[config.mk]
export PLATFORM = sky130hd
export DESIGN_NAME = disp_y_ten_unit
export DESIGN_NICKNAME = d
export VERILOG_FILES = /design/src/rtl/disp_y_ten_unit.sv
export SDC_FILE = /design/constraint.sdc
export NUM_CORES = 1
export LEC_CHECK = 0
export BUFFER_PORTS_ARGS = -buffer_cell sky130_fd_sc_hd__buf_2
export CORE_ASPECT_RATIO = 1.4
export CORE_MARGIN = 5
export CORE_UTILIZATION = 60
export DETAILED_ROUTE_END_ITERATION = 6
export GPL_TIMING_DRIVEN = 0
export PLACE_DENSITY_LB_ADDON = 0.05
export SYNTH_ARGS = -nofsm -noshare
export SYNTH_HDL_FRONTEND = slang
export SYNTH_SLANG_ARGS = --single-unit
[constraint.sdc]
create_clock -name clk -period 3.5 [get_ports clk]
set_input_delay 0.7 -clock clk [delete_from_list [all_inputs] [get_ports clk]]
set_output_delay 0.7 -clock clk [all_outputs]
set_load 0.005 [all_outputs]
[src/rtl/disp_y_ten_unit.sv]
// Year-count display reader: sequential binary-to-BCD conversion (shift-add-3) feeding a
// two-digit multiplexed 7-segment driver with optional edit-mode blinking.
module disp_y_ten_unit #(
    parameter int unsigned SCAN_DIV  = 50000,
    parameter int unsigned BLINK_DIV = 25,
    parameter bit          ACT_LOW   = 1'b1
) (
    input  logic       clk,
    input  logic       rst,
    input  logic [6:0] value,
    input  logic       blink,
    output logic [6:0] seg,
    output logic [1:0] an,
    output logic [3:0] bcd_tens,
    output logic [3:0] bcd_units,
    output logic       conv_done
);

    localparam int unsigned SCAN_W  = (SCAN_DIV > 1) ? $clog2(SCAN_DIV) : 1;
    localparam int unsigned BLINK_W = (BLINK_DIV > 1) ? $clog2(BLINK_DIV) : 1;
    localparam logic [6:0]  SEG_DASH = 7'h40;

    typedef enum logic [1:0] {StIdle, StLoad, StShift, StDone} state_t;

    state_t      state_q, state_d;
    logic [6:0]  val_q;
    logic        pending_q;
    logic [14:0] sr_q;
    logic [14:0] sr_step;
    logic [2:0]  cnt_q;
    logic [3:0]  tens_q, units_q;
    logic        oor_q;

    logic [SCAN_W-1:0]  scan_cnt_q;
    logic [BLINK_W-1:0] blink_cnt_q;
    logic               sel_q;
    logic               started_q;
    logic               phase_q;
    logic               scan_wrap;
    logic               blink_wrap;

    function automatic logic [14:0] dabble(input logic [14:0] s);
        logic [3:0]  t;
        logic [3:0]  u;
        logic [14:0] a;
        t = s[14:11];
        u = s[10:7];
        if (t >= 4'd5) t = t + 4'd3;
        if (u >= 4'd5) u = u + 4'd3;
        a = {t, u, s[6:0]};
        return {a[13:0], 1'b0};
    endfunction

    function automatic logic [6:0] decode(input logic [3:0] d);
        logic [6:0] p;
        case (d)
            4'd0:    p = 7'h3F;
            4'd1:    p = 7'h06;
            4'd2:    p = 7'h5B;
            4'd3:    p = 7'h4F;
            4'd4:    p = 7'h66;
            4'd5:    p = 7'h6D;
            4'd6:    p = 7'h7D;
            4'd7:    p = 7'h07;
            4'd8:    p = 7'h7F;
            4'd9:    p = 7'h6F;
            default: p = 7'h00;
        endcase
        return p;
    endfunction

    assign sr_step = dabble(sr_q);

    always_comb begin
        state_d = state_q;
        unique case (state_q)
            StIdle:  if (pending_q || (value != val_q)) state_d = StLoad;
            StLoad:  state_d = StShift;
            StShift: if (cnt_q == 3'd6) state_d = StDone;
            StDone:  state_d = StIdle;
            default: state_d = StIdle;
        endcase
    end

    // bcd_* and the dash flag load on the last shift so they change together, valid in DONE
    always_ff @(posedge clk or posedge rst) begin
        if (rst) begin
            state_q   <= StIdle;
            val_q     <= 7'd0;
            pending_q <= 1'b1;
            sr_q      <= 15'd0;
            cnt_q     <= 3'd0;
            tens_q    <= 4'd0;
            units_q   <= 4'd0;
            oor_q     <= 1'b0;
        end else begin
            state_q <= state_d;
            case (state_q)
                StLoad: begin
                    val_q     <= value;
                    sr_q      <= {8'd0, value};
                    pending_q <= 1'b0;
                    cnt_q     <= 3'd0;
                end
                StShift: begin
                    sr_q  <= sr_step;
                    cnt_q <= cnt_q + 3'd1;
                    if (cnt_q == 3'd6) begin
                        tens_q  <= sr_step[14:11];
                        units_q <= sr_step[10:7];
                        oor_q   <= (val_q > 7'd99);
                    end
                end
                default: ;
            endcase
        end
    end

    assign conv_done = (state_q == StDone);
    assign bcd_tens  = tens_q;
    assign bcd_units = units_q;

    assign scan_wrap  = (scan_cnt_q == SCAN_W'(SCAN_DIV - 1));
    assign blink_wrap = (blink_cnt_q == BLINK_W'(BLINK_DIV - 1));

    always_ff @(posedge clk or posedge rst) begin
        if (rst) begin
            scan_cnt_q  <= '0;
            blink_cnt_q <= '0;
            sel_q       <= 1'b0;
            started_q   <= 1'b0;
            phase_q     <= 1'b0;
        end else begin
            if (scan_wrap) begin
                scan_cnt_q <= '0;
                sel_q      <= ~sel_q;
                started_q  <= 1'b1;
                if (blink_wrap) begin
                    blink_cnt_q <= '0;
                    phase_q     <= ~phase_q;
                end else begin
                    blink_cnt_q <= blink_cnt_q + BLINK_W'(1);
                end
            end else begin
                scan_cnt_q <= scan_cnt_q + SCAN_W'(1);
            end
        end
    end

    logic       lit;
    logic [6:0] seg_on;
    logic [1:0] an_on;

    always_comb begin
        lit    = started_q && !(blink && phase_q);
        seg_on = 7'h00;
        an_on  = 2'b00;
        if (lit) begin
            an_on  = sel_q ? 2'b10 : 2'b01;
            seg_on = oor_q ? SEG_DASH : decode(sel_q ? tens_q : units_q);
        end
        seg = ACT_LOW ? ~seg_on : seg_on;
        an  = ACT_LOW ? ~an_on : an_on;
    end

endmodule

==> qor.csv <==
stage,metric,value,unit
power,Tot Pwr,2410,uW
power,Lkg Pwr,0.00163,uW
final_layout,"Area growth, synth to finish",13.8,%
worst_setup_path,Worst path max stage delay,0.51,ns
clocking,CTS root buffer,clkbuf_8,
yosys,Synth top cells by count,"60 x dfrtp_1, 30 x nand2_1, 28 x o21ai_0, 21 x inv_1, 18 x ha_1",
power,power density over the cells,669,nW/um^2
yosys,Post-synth ARST share,100,%
sta,max-slew violation count,0,
floorplan,FP Rows,31,
route,DRC Markers,0,
grt,grt peak-use layer,met2,
sta,setup violators final,0,
floorplan,Starting Density,61.4,%
yosys,Mapped Cells,309,
clocking,"Reg clk slew, reported paths",0.06,ns
place,# port buffers,27,
route,DR WL/cell,14.0,um
clocking,Worst-Skew Late Latency,0.33,ns
floorplan,die width,71.4,um
worst_setup_path,Crit. End Element,output port,
yosys,syn_area_per_cell,10.2,um^2
route,DR vias,2316,
worst_setup_path,Crit Path Max Fanout,7,
yosys,post-synthesis xor/xnor area fraction,5.81,%
min_path,HP Class,reg -> reg,
route,via/cell ratio,5.55,
worst_setup_path,CP Launch Type,flop,
yosys,"count leader, synth",dfrtp_1,
yosys,Yosys top cell area share,47.4,%
sta,RSZ-0062 raised after global routing,false,
place,GP Congestion,0.870,
worst_setup_path,"Slowest-stage cell, CP",mux2i_1,
clocking,clock buffer count from CTS,9,
yosys,post-synth design cell area,3170,um^2
yosys,cell accounting for the most synthesized area,dfrtp_1,
floorplan,die height,95.9,um
yosys,Post-Synth Adder-Cell Area,7.11,%
yosys,register area share after synthesis,48.3,%
floorplan,num ports,28,
worst_setup_path,CP Class,reg -> out,
final_layout,# nets final,376,
yosys,register bit total from synthesis,61,
yosys,multiplexer area fraction after synthesis,8.74,%
power,VDD IR max,0.000570,V
run,max cap viols,0,
clocking,TritonCTS clock tree,yes,
grt,M2 GR Usage,30.5,%
grt,initial antenna violation count,0,
yosys,syn_nets,337,
yosys,combinational family with the most area after synthesis,simple AND/OR/NAND/NOR gates,
yosys,Compound-Gate Fraction of Synth Area,11.5,%
route,DRT Pass-1 Iters,4,
yosys,synth top area cells,"dfrtp_1 47%, ha_1 7.1%, mux2_2 4.6%, o21ai_0 4.4%, mux2i_1 4.1%",
sta,setup total negative slack,0,ns
route,Post-Route WL,5830,um
clocking,H-tree depth,3,
sta,Relative slew margins,46.3,%
worst_setup_path,Required @ worst endpoint,2.80,ns
yosys,ys flop type,dfrtp_1,
run_status,status,"complete, no violations",
clocking,maximum buffer depth of the clock tree,2,
sta,part of the cycle the worst path needs,85.5,%
sta,skew final,0.00540,ns
yosys,Post-synth EDFFs,0,
sta,measured slew at the worst slew-check pin,0.805,ns
yosys,Synthesis Warnings,0,
final_layout,share of layout cells above drive strength 1,19.1,%
route,Initial DRC Count,91,
yosys,Synth Area in Simple Gates,14.9,%
route,Post-DRT Antenna Nets,0,
floorplan,area of the die,6850,um^2
floorplan,area of the core,5160,um^2
grt,Total GRT Usage,18.5,%
grt,grt met1 use,22.5,%
grt,met3 usage,3.03,%
sta,minimum clock period,2.99,ns
sta,maximum clock frequency,334,MHz
grt,vias in the first global route,2236,
place,Detailed Place HPWL,4330,um
clocking,Sink Count,61,
grt,largest net degree at the start of global routing,38,
final_layout,number of fillers in the final layout,403,
clocking,number of setup buffers added after CTS,0,
grt,first-pass GRT wire length,9830,um
worst_setup_path,crit-path cells,buf_2 -> mux2i_1 -> inv_1 -> ha_1 -> nor2b_1 -> nor3b_1 -> o21ai_0 -> buf_2,
clocking,# hold bufs at CTS,0,
final_layout,Layout Cells excl Fill,417,
worst_setup_path,worst path arrival time,2.29,ns
yosys,synth unique cells,44,
sta,"Hold Vio Cnt, Final",0,
place,placed cells,403,
worst_setup_path,Most Frequent Cell on Critical Path,buf_2,
clocking,CTS resizes,0,
grt,total grt overflow,0,
final_layout,ANT cells,0,
-- layer usage --
metal / share of wire, % / vias to the layer above
met3: 4.3 / 12
met5: 0 / -
met2: 48 / 48
met4: 2.6 / 0
li1: - / 1155
met1: 45 / 1101
-- worst paths after layout --
check                      depth (start not counted)                    from  slack, ns                     to
max                                                8       sel_q$_DFFE_PP0N_       0.51                 seg[6]
min                                                1   started_q$_DFFE_PP0N_       0.46  started_q$_DFFE_PP0N_
max reg2reg                                        6  state_q[1]$_DFFE_PP0P_       1.68    sr_q[1]$_DFFE_PP0P_
min reg2reg                                        1   started_q$_DFFE_PP0N_       0.46  started_q$_DFFE_PP0N_
max in group asynchronous                          3                     rst       2.29  pending_q$_DFFE_PP1N_
min in group asynchronous                          2                     rst       0.51      sel_q$_DFFE_PP0N_
-- through the flow --
step	hold WS (ns)	util (%)	setup slack [ns]	instance area, um^2
2_1_floorplan	0.427	-	1.25	3170
3_3_place_gp	0.452	65.6	0.546	3380
3_5_place_dp	0.448	66.0	0.855	3400
4_1_cts	0.465	69.8	0.487	3600
5_1_grt	0.480	69.8	0.331	3600
6_report	0.460	69.8	0.507	3600
-- flip-flops by register name, summed over array words and instances (netlist names), 2 cells and up --
register	flops
bcd_tens	4
state_q	2
val_q	7
blink_cnt_q	5
bcd_units	4
sr_q	15
cnt_q	3
scan_cnt_q	16
-- cell type report --
| class | count | area, um^2 | share of cell area, % |
|---|---|---|---|
| Buffer | 9 | 38.8 | 1.08 |
| Clock buffer | 13 | 169 | 4.69 |
| Clock inverter | 1 | 30.0 | 0.834 |
| Inverter | 21 | 78.8 | 2.19 |
| Multi-Input combinational cell | 218 | 1520 | 42.2 |
| Sequential cell | 61 | 1530 | 42.4 |
| Tap cell | 66 | 82.6 | 2.29 |
| Timing Repair Buffer | 28 | 155 | 4.31 |
-- placed cells by master, fill, tap and decap left out, types with 3 or more instances in the layout --
cell type / synthesis / routed
xor2_1: 12 / 12
nand2_1: 30 / 30
o22ai_1: 6 / 6
o21ai_0: 28 / 28
buf_2: 4 / 31
clkbuf_8: 0 / 12
nor2_1: 16 / 16
ha_1: 18 / 18
nand3_1: 9 / 9
dfrtp_1: 60 / 60
nor2b_1: 3 / 3
nor3b_1: 5 / 5
a21oi_1: 16 / 16
nand2b_1: 6 / 6
inv_1: 21 / 20
mux2i_1: 13 / 13
clkbuf_1: 4 / 5
mux2_2: 13 / 13
xnor2_1: 9 / 9
-- cell families after synthesis --
kind of cell | Yosys count
xor gates and xnor gates | 21
buffers and inverters | 30
DFF | 61
adders and majority gates | 18
muxes | 26
AOI/OAI and AO/OA | 63
and+or+nand+nor | 90
-- power by group --
group          internal, uW  switching (uW)  total (uW)
clock network           380             249         629
registers               858             111         969
logic                   353             459         812
total                  1590             819        2410
-- worst max-delay path: cells and delay by family, from the launching register on --
kind / cells / cell delay (ns)
multiplexers: 1 / 0.51
adder cells (fa/ha/maj): 1 / 0.20
flip-flops: 1 / 0.32
buffers and inverters: 3 / 0.48
AO/OA/AOI/OAI: 1 / 0.10
AND/OR/NAND/NOR: 2 / 0.34
Power figures use the tool's default switching activity.
